--- config.mk ---
export PLATFORM = sky130hd
export DESIGN_NAME = board_btn_conditioner
export DESIGN_NICKNAME = d
export VERILOG_FILES = /design/src/rtl/board_io_pkg.sv /design/src/rtl/btn_debounce_chan.sv /design/src/rtl/board_btn_conditioner.sv
export SDC_FILE = /design/constraint.sdc
export NUM_CORES = 1
export LEC_CHECK = 0
export CORE_MARGIN = 4
export CORE_UTILIZATION = 45
export CTS_CLUSTER_DIAMETER = 150
export DETAILED_ROUTE_END_ITERATION = 12
export HOLD_SLACK_MARGIN = 0.1
export SKIP_LAST_GASP = 1
export SYNTH_ARGS = -nofsm -noshare
export SYNTH_HDL_FRONTEND = slang
export SYNTH_SLANG_ARGS = --single-unit
--- constraint.sdc ---
create_clock -name clk -period 1.6 [get_ports clk]
set_input_delay 0.24 -clock clk [delete_from_list [all_inputs] [get_ports clk]]
set_output_delay 0.24 -clock clk [all_outputs]
set_load 0.02 [all_outputs]
--- src/rtl/board_io_pkg.sv ---
// Shared constants for the board I/O conditioning logic on the 12 MHz CMOD A7 sysclk.
package board_io_pkg;

  localparam int DEBOUNCE_CYCLES_1MS_12MHZ = 12000;
  localparam int RST_STRETCH_DEFAULT       = 16;
  // Smallest counter width that can hold DEBOUNCE_CYCLES_1MS_12MHZ-1.
  localparam int DEBOUNCE_CNT_W            = $clog2(DEBOUNCE_CYCLES_1MS_12MHZ);

endpackage

--- src/rtl/btn_debounce_chan.sv ---
// One button channel: 2-flop synchronizer, stability counter, and registered
// rise/fall pulses that coincide with the first cycle of a new debounced level.
module btn_debounce_chan
  import board_io_pkg::*;
#(
  parameter int DEBOUNCE_CYCLES = DEBOUNCE_CYCLES_1MS_12MHZ,
  parameter int CNT_W           = DEBOUNCE_CNT_W
) (
  input  logic clk,
  input  logic rst,
  input  logic raw_i,
  output logic level_o,
  output logic rise_o,
  output logic fall_o
);

  localparam logic [CNT_W-1:0] CNT_LAST = CNT_W'(DEBOUNCE_CYCLES - 1);
  localparam logic [CNT_W-1:0] CNT_ZERO = CNT_W'(0);
  localparam logic [CNT_W-1:0] CNT_ONE  = CNT_W'(1);

  logic             s1;
  logic             s2;
  logic [CNT_W-1:0] cnt;

  // Metastability chain; s1 feeds s2 directly.
  always_ff @(posedge clk or posedge rst) begin
    if (rst) begin
      s1 <= 1'b0;
      s2 <= 1'b0;
    end else begin
      s1 <= raw_i;
      s2 <= s1;
    end
  end

  // Any return to the accepted level restarts the count, which rejects short glitches.
  always_ff @(posedge clk or posedge rst) begin
    if (rst) begin
      cnt     <= CNT_ZERO;
      level_o <= 1'b0;
      rise_o  <= 1'b0;
      fall_o  <= 1'b0;
    end else begin
      rise_o <= 1'b0;
      fall_o <= 1'b0;
      if (s2 == level_o) begin
        cnt <= CNT_ZERO;
      end else if (cnt == CNT_LAST) begin
        cnt     <= CNT_ZERO;
        level_o <= s2;
        rise_o  <= s2;
        fall_o  <= ~s2;
      end else begin
        cnt <= cnt + CNT_ONE;
      end
    end
  end

endmodule

--- src/rtl/board_btn_conditioner.sv ---
// Button conditioning upstream of the core: debounced levels/edges per button and a
// stretched, synchronously released active-low core reset driven by one button.
module board_btn_conditioner
  import board_io_pkg::*;
#(
  parameter int NUM_BTN         = 2,
  parameter int DEBOUNCE_CYCLES = DEBOUNCE_CYCLES_1MS_12MHZ,
  parameter int CNT_W           = DEBOUNCE_CNT_W,
  parameter int RST_BTN_IDX     = 0,
  parameter int RST_STRETCH     = RST_STRETCH_DEFAULT
) (
  input  logic               clk,
  input  logic               rst,
  input  logic [NUM_BTN-1:0] btn_i,
  output logic [NUM_BTN-1:0] btn_level_o,
  output logic [NUM_BTN-1:0] btn_rise_o,
  output logic [NUM_BTN-1:0] btn_fall_o,
  output logic               sys_rst_n_o
);

  localparam logic [7:0] STRETCH_LOAD = 8'(RST_STRETCH);
  localparam logic [7:0] STRETCH_ZERO = 8'd0;
  localparam logic [7:0] STRETCH_ONE  = 8'd1;

  logic [7:0] stretch_cnt;
  logic       rst_btn_level;

  for (genvar i = 0; i < NUM_BTN; i++) begin : g_chan
    btn_debounce_chan #(
      .DEBOUNCE_CYCLES (DEBOUNCE_CYCLES),
      .CNT_W           (CNT_W)
    ) u_chan (
      .clk     (clk),
      .rst     (rst),
      .raw_i   (btn_i[i]),
      .level_o (btn_level_o[i]),
      .rise_o  (btn_rise_o[i]),
      .fall_o  (btn_fall_o[i])
    );
  end

  assign rst_btn_level = btn_level_o[RST_BTN_IDX];

  // Reset is asserted asynchronously by rst but only ever released on a clock edge.
  always_ff @(posedge clk or posedge rst) begin
    if (rst) begin
      stretch_cnt <= STRETCH_LOAD;
      sys_rst_n_o <= 1'b0;
    end else begin
      if (rst_btn_level) begin
        stretch_cnt <= STRETCH_LOAD;
      end else if (stretch_cnt != STRETCH_ZERO) begin
        stretch_cnt <= stretch_cnt - STRETCH_ONE;
      end else begin
        stretch_cnt <= STRETCH_ZERO;
      end
      sys_rst_n_o <= (stretch_cnt == STRETCH_ZERO) && !rst_btn_level;
    end
  end

endmodule

# Word-level counts from Yosys, hierarchy flattened
# Index checks and enable logic that the tools add are counted.
# word_totals
regBits	47
output_inout_bits	7
wordCells	45
inputBits	4
# op_classes
mux	14
n_reduce_logical	6
n_bitwise	4
n_addsub	3
eq_ne	4
# ops
op	count
2-to-1 mux 14 bit	4
adder 14 x 1 -> 14 bit (second input constant)	2
== test 14 bit (second input constant)	2
2-to-1 mux 8 bit	2
zero test 8 bit	1
2-to-1 mux 1 bit	8
nonzero test 8 bit	1
subtractor 8 x 1 -> 8 bit (second input constant)	1
NOT 1 bit	4
AND reduction 2 bit	2
== test 1 bit	2
logical AND 1 bit	1
zero test 1 bit	1

# Longest topological paths before layout
# Gate-level depths: netlist of run 1.
# logic_depth
ltp_word	3
ltp_mapped	6
ltp_nobuf	5

# By module
# From an unflattened synthesis of run 1, not the netlist that was laid out.
# unflattened
cells_unflattened	207
hier_area_um2	2208.4
# modules_own_cells
mod	cells_each	seq_area_each_um2	area_each_um2	instances
btn_debounce_chan	80	475.5	873.3	2
board_btn_conditioner	47	226.5	461.7	1

# Least setup slack after synthesis of run 1
# Ideal clock, no wire load.
# synth_path
kind	register to register
start	register g_chan[0].u_chan.cnt[0]
end	register g_chan[0].u_chan.level_o
required_time_ns	1.475
arrival_time_ns	1.541
setup_slack_ns	-0.066
path_buffers	0
path_stages_with_launch	5
synth_period_minus_slack_ns	1.666
cell_sequence	dfrtp_1 > ha_1 > nand4_1 > or4_4 > mux2_4
# synth_via
elab_chain_len	2
# synth_lines
item	line	source
start, declared	btn_debounce_chan.sv:23	logic [CNT_W-1:0] cnt;
start signal, assigned	btn_debounce_chan.sv:54	cnt <= cnt + CNT_ONE;
== test 14 bit	btn_debounce_chan.sv:48	end else if (cnt == CNT_LAST) begin
AND reduction 2 bit (no source line)	-	
end signal, assigned	btn_debounce_chan.sv:40	level_o <= 1'b0;
end signal, assigned	btn_debounce_chan.sv:50	level_o <= s2;
end, declared	btn_debounce_chan.sv:12	output logic level_o,
# No other way between the ends.
# A chain may end at the register's enable or synchronous reset.

# Final worst setup path of run 1
# layout_path
start	register g_chan[0].u_chan.cnt[8]
end	register g_chan[0].u_chan.level_o
# Same word-level chain as after synthesis.

==> impl_metrics.tcl, run 1 <==
set metrics [dict create \
    status "finished, violations left" \
    violations "negative setup slack" \
    gp_congestion 0.7784 \
    combPwrFrac 0.050 \
    die_area_sq_um 5965 \
    clk_pin_slew_ps 90 \
    antenna_found_initial 0 \
    synth_area_sq_um 2157 \
    p_int_w 0.001563 \
    synth_cell_types 33 \
    place_worst_setup_slack_ps -47.87 \
    tightest_slew_ps 624.8 \
    drive_gt1_frac 0.1772 \
    firstDrtPassIters 4 \
    fin_cells 289 \
    finalSetupTns_ps -39.28 \
    switching_share 0.2352 \
    ctsHoldBuffers 0 \
    wl_per_cell_microns 13.09 \
    seq_power_share 0.595 \
    htree_levels 2 \
    worstSetupStartpointType "flip-flop" \
    pwr-share-clk 0.355 \
    worst-endpoint-required_ps 1790 \
    syn_area_per_cell_sq_um 10.63 \
    mostFrequentLayoutCells "dfrtp_1, nor2_1, buf_4, xnor2_1, xor2_1" \
    dr.first_iter.drc_count 65 \
    max-slew-margin-rel 0.5809 \
    min_path_type "input port to async pin" \
    yosys_warnings 0 \
    powerDensity_nw_per_um2 793.2 \
    clock_path_buffers 2 \
    initial_core_util 0.4789 \
    max_cap_viol_count 0 \
    via_per_inst 5.163 \
    critPathMaxFanout 4 \
    finClkSkew_ps 5.682 \
    place_inst 280 \
    power_w 0.002043 \
    grt_use_total 0.1393 \
    crit_type "flip-flop to flip-flop" \
    die_y_microns 77.24 \
    final_common_cell "dfrtp_1" \
    io_buffers 10 \
    core-area_sq_um 4504 \
    synth_edf_count 0 \
    clock_sinks 47 \
    vias 1492 \
    setup_violations 1 \
    max-vdd-ir-drop_mv 0.4809 \
    fin_crit_ps 1639 \
    reg2reg_depth 3 \
    yosysSeqAreaShare 0.5458 \
    synth_async_sr_flop_share 1.000 \
    fin_util 0.5719 \
    grt_max_degree 25 \
    grt_pass1_vias 1464 \
    grt_pass1_wl_microns 6610 \
    synth_cells 203 \
    fin_ws_ps -39.28 \
    p_leak_nw 1.195 \
    post-dp-hpwl_microns 2744 \
    endpoint_kind "flip-flop" \
    pin_count 11 \
    cts-root-buf "clkbuf_8" \
    gr-total-overflow 0 \
    fin_nets 244 \
    dieWidth_microns 77.24 \
    numCtsBuffers 5 \
    finalMaxSlewViolations 0 \
    min_period_over_period 1.025 \
    rsz0062_at_grt "true" \
    area_growth_pct 19.43 \
    p_switching_w 0.0004806 \
    drt_drc_violations_left 0 \
    ys.flop_type "dfrtp_1" \
    fp-row-count 24 \
    synth_seq_cells 47 \
    max_clock_freq_ghz 0.6100 \
    hold_violations 0 \
    crit_arrival_ps 1830 \
    cts_tree "yes" \
    clk_latency_ps 300 \
    n_antenna_cell 0 \
    wirelength_microns 3784 \
    postRouteAntennaNets 0 \
    synthesis.nets 211 \
]
## state kept, by name (all words and copies together) (netlist names)
register and count:
g_chan.u_chan.cnt 28, g_chan.u_chan.fall_o 2, g_chan.u_chan.level_o 2, g_chan.u_chan.rise_o 2, g_chan.u_chan.s1 2, g_chan.u_chan.s2 2, stretch_cnt 8, sys_rst_n_o 1
## power by group through the flow
stage | Combinational [W] | Clock (W) | Sequential [W]
after floorplan | 0.0000584 | 0 | 0.00124
after global placement | 0.0000962 | 0 | 0.00124
after detailed placement | 0.0000989 | 0 | 0.00124
after CTS | 0.000101 | 0.000758 | 0.00122
after global routing | 0.000118 | 0.000806 | 0.00122
final | 0.000102 | 0.000725 | 0.00122
## layer usage
layer  up-vias  GRT usage  part of all wire
met4         0    0.04270             0.012
met2        16     0.2349              0.48
met5         -          0                 0
met1       725     0.1708              0.48
met3         6    0.04215             0.032
li1        745          -                 -
## metrics by stage
step / area [sq um] / hold WS [ps]
floorplan: 2165 / 271.4
finish: 2576 / 244.4
detailed placement: 2454 / 341.1
global placement: 2454 / 340.0
CTS: 2559 / 246.8
global route: 2576 / 278.2
## timing repair
| item | 4_1_cts | 5_1_grt |
|---|---|---|
| resized for setup | 2 | 3 |
| hold endpoints to repair | 0 | 0 |
| setup buffers | 0 | 1 |
| endpoints found under the setup margin | 15 | 29 |
| pin swaps | 0 | 0 |
## area by class of cell
cell class,count,area (sq um)
clock buffers,5,68.82
clock inverters,3,25.02
fillers,408,1928
inverters,6,22.52
multi-input cells,141,914.6
flip-flops and latches,47,1177
well taps,52,65.06
repair buffers,35,302.8
## logic make-up after synthesis
kind of cell / synth area share
muxes: 0.01218
buffers and inverters: 0.04234
adders and majority gates: 0.02320
DFF: 0.5458
AOI/OAI and AO/OA: 0.008117
and+or+nand+nor: 0.2425
xor gates and xnor gates: 0.1259
## worst paths after layout
check,end,slack (ps),from
worst max-delay path,g_chan[0].u_chan.level_o,-40,g_chan[0].u_chan.cnt[8]
min in group clk,g_chan[1].u_chan.s2,360,g_chan[1].u_chan.s1
max in group asynchronous,g_chan[1].u_chan.cnt[0],860,rst
worst min-delay path,g_chan[1].u_chan.fall_o,240,rst
worst max register to register,g_chan[0].u_chan.level_o,-40,g_chan[0].u_chan.cnt[8]
worst min register to register,g_chan[1].u_chan.s2,360,g_chan[1].u_chan.s1
## cell usage after synthesis (4+ instances only)
master | number | area share
nor4_1 | 4 | 0.012
buf_4 | 7 | 0.024
nor3_1 | 4 | 0.0093
nand4_1 | 7 | 0.020
nand3_1 | 13 | 0.030
nand2_1 | 11 | 0.019
ha_1 | 4 | 0.023
xnor2_1 | 16 | 0.065
and4_1 | 4 | 0.016
xor2_1 | 15 | 0.061
dfrtp_1 | 46 | 0.53
inv_1 | 6 | 0.010
nor3b_1 | 6 | 0.021
nor2_1 | 41 | 0.071
## critical path, cell delays in order (launching register included)
cell     delay [ps]
dfrtp_1         380
or3b_1          370
or4_4           470
mux2_4          310
No activity file was read; power rests on OpenSTA's default activity.
==> run 2, diff against run 1 <==
SKIP_LAST_GASP = not set   (was 1)
==> impl_metrics.tcl, run 2 (same netlist as run 1, synthesis figures left out) <==
set metrics [dict create \
    gp_congestion 0.7784 \
    pwr-share-clk 0.355 \
    ctsHoldBuffers 0 \
    seq_power_share 0.595 \
    power_w 0.002043 \
    worstSetupStartpointType "flip-flop" \
    dieWidth_microns 77.24 \
    violations "negative setup slack" \
    drt_drc_violations_left 0 \
    top_register "g_chan.u_chan.cnt" \
    post-dp-hpwl_microns 2744 \
    powerDensity_nw_per_um2 793.2 \
    clk_latency_ps 300 \
    fin_crit_ps 1639 \
    mostFrequentLayoutCells "dfrtp_1, nor2_1, buf_4, xnor2_1, xor2_1" \
    crit_type "flip-flop to flip-flop" \
    largest_reg_flops 28 \
    grt_use_total 0.1390 \
    pin_count 11 \
    antenna_found_initial 0 \
    switching_share 0.2352 \
    die_y_microns 77.24 \
    hold_violations 0 \
    tightest_slew_ps 622.8 \
    gr-total-overflow 0 \
    crit_start "g_chan[0].u_chan.cnt[8]" \
    max-vdd-ir-drop_mv 0.4809 \
    p_int_w 0.001563 \
    firstDrtPassIters 4 \
    status "finished, violations left" \
    worst-endpoint-required_ps 1790 \
    setup_violations 1 \
    io_buffers 10 \
    finalMaxSlewViolations 0 \
    min_path_type "input port to async pin" \
    via_per_inst 5.180 \
    clock_path_buffers 2 \
    final_common_cell "dfrtp_1" \
    endpoint_kind "flip-flop" \
    rsz0062_at_grt "true" \
    vias 1497 \
    grt_pass1_vias 1469 \
    drive_gt1_frac 0.1772 \
    combPwrFrac 0.050 \
    max_cap_viol_count 0 \
    p_switching_w 0.0004807 \
    min_period_over_period 1.025 \
    htree_levels 2 \
    core-area_sq_um 4504 \
    r2r_start "g_chan[0].u_chan.cnt[8]" \
    cts_tree "yes" \
    finClkSkew_ps 5.808 \
    area_growth_pct 19.43 \
    fin_ws_ps -39.24 \
    cts-root-buf "clkbuf_8" \
    place_worst_setup_slack_ps -47.87 \
    n_antenna_cell 0 \
    grt_pass1_wl_microns 6610 \
    max-slew-margin-rel 0.5823 \
    die_area_sq_um 5965 \
    postRouteAntennaNets 0 \
    dr.first_iter.drc_count 57 \
    critPathMaxFanout 4 \
    initial_core_util 0.4789 \
    reg2reg_depth 3 \
    max_clock_freq_ghz 0.6100 \
    wl_per_cell_microns 13.07 \
    grt_max_degree 25 \
    clk_pin_slew_ps 90 \
    wirelength_microns 3778 \
    reg.largest.list "g_chan.u_chan.cnt (28), stretch_cnt (8)" \
    crit_arrival_ps 1830 \
    clock_sinks 47 \
    p_leak_nw 1.195 \
    fp-row-count 24 \
    numCtsBuffers 5 \
    fin_nets 244 \
]
run 2: power groups by stage:
stage          logic [W]  registers (W)  clock network [W]
6_report        0.000102        0.00122           0.000725
5_1_grt         0.000118        0.00122           0.000806
4_1_cts         0.000101        0.00122           0.000758
3_5_place_dp   0.0000989        0.00124                  0
3_3_place_gp   0.0000962        0.00124                  0
2_1_floorplan  0.0000584        0.00124                  0
run 2: final cells by class:
cell class / count / area (sq um)
Tap cell: 52 / 65.06
Sequential cell: 47 / 1177
Multi-Input combinational cell: 141 / 914.6
Timing Repair Buffer: 35 / 302.8
Fill cell: 408 / 1928
Clock buffer: 5 / 68.82
Inverter: 6 / 22.52
Clock inverter: 3 / 25.02
run 2: path summary, 6_finish.rpt:
| kind | to | slack, ps |
|---|---|---|
| max | g_chan[0].u_chan.level_o | -40 |
| min | g_chan[1].u_chan.fall_o | 240 |
| max reg2reg | g_chan[0].u_chan.level_o | -40 |
| min reg2reg | g_chan[1].u_chan.s2 | 360 |
| max in group asynchronous | g_chan[0].u_chan.cnt[0] | 870 |
| min in group clk | g_chan[1].u_chan.s2 | 360 |
run 2: metrics by stage:
stage                 util  instance area (sq um)  setup TNS, ps  hold WS, ps  instances
finish              0.5719                   2576         -39.24        244.2        289
global route        0.5719                   2576          -1335        278.2        289
global placement    0.5447                   2454         -16.58        340.0        280
CTS                 0.5689                   2562         -39.02        246.8        288
detailed placement  0.5447                   2454         -457.7        341.1        280
floorplan                -                   2165         -51.19        271.4        203
run 2: metal layers:
metal | track usage | share of wire | vias up
met3 | 0.04215 | 0.038 | 6
li1 | - | - | 745
met1 | 0.1693 | 0.46 | 726
met2 | 0.2358 | 0.49 | 20
met5 | 0 | 0 | -
met4 | 0.04270 | 0.012 | 0
run 2: repair_timing:
item | 4_1_cts | 5_1_grt
endpoints found under the setup margin | 15 | 29
setup buffers | 0 | 1
resized for setup | 3 | 2
run 2: critical path, stage by stage, from the launching register on:
cell,delay (ps)
dfrtp_1,380
or3b_1,370
or4_4,470
mux2_4,310
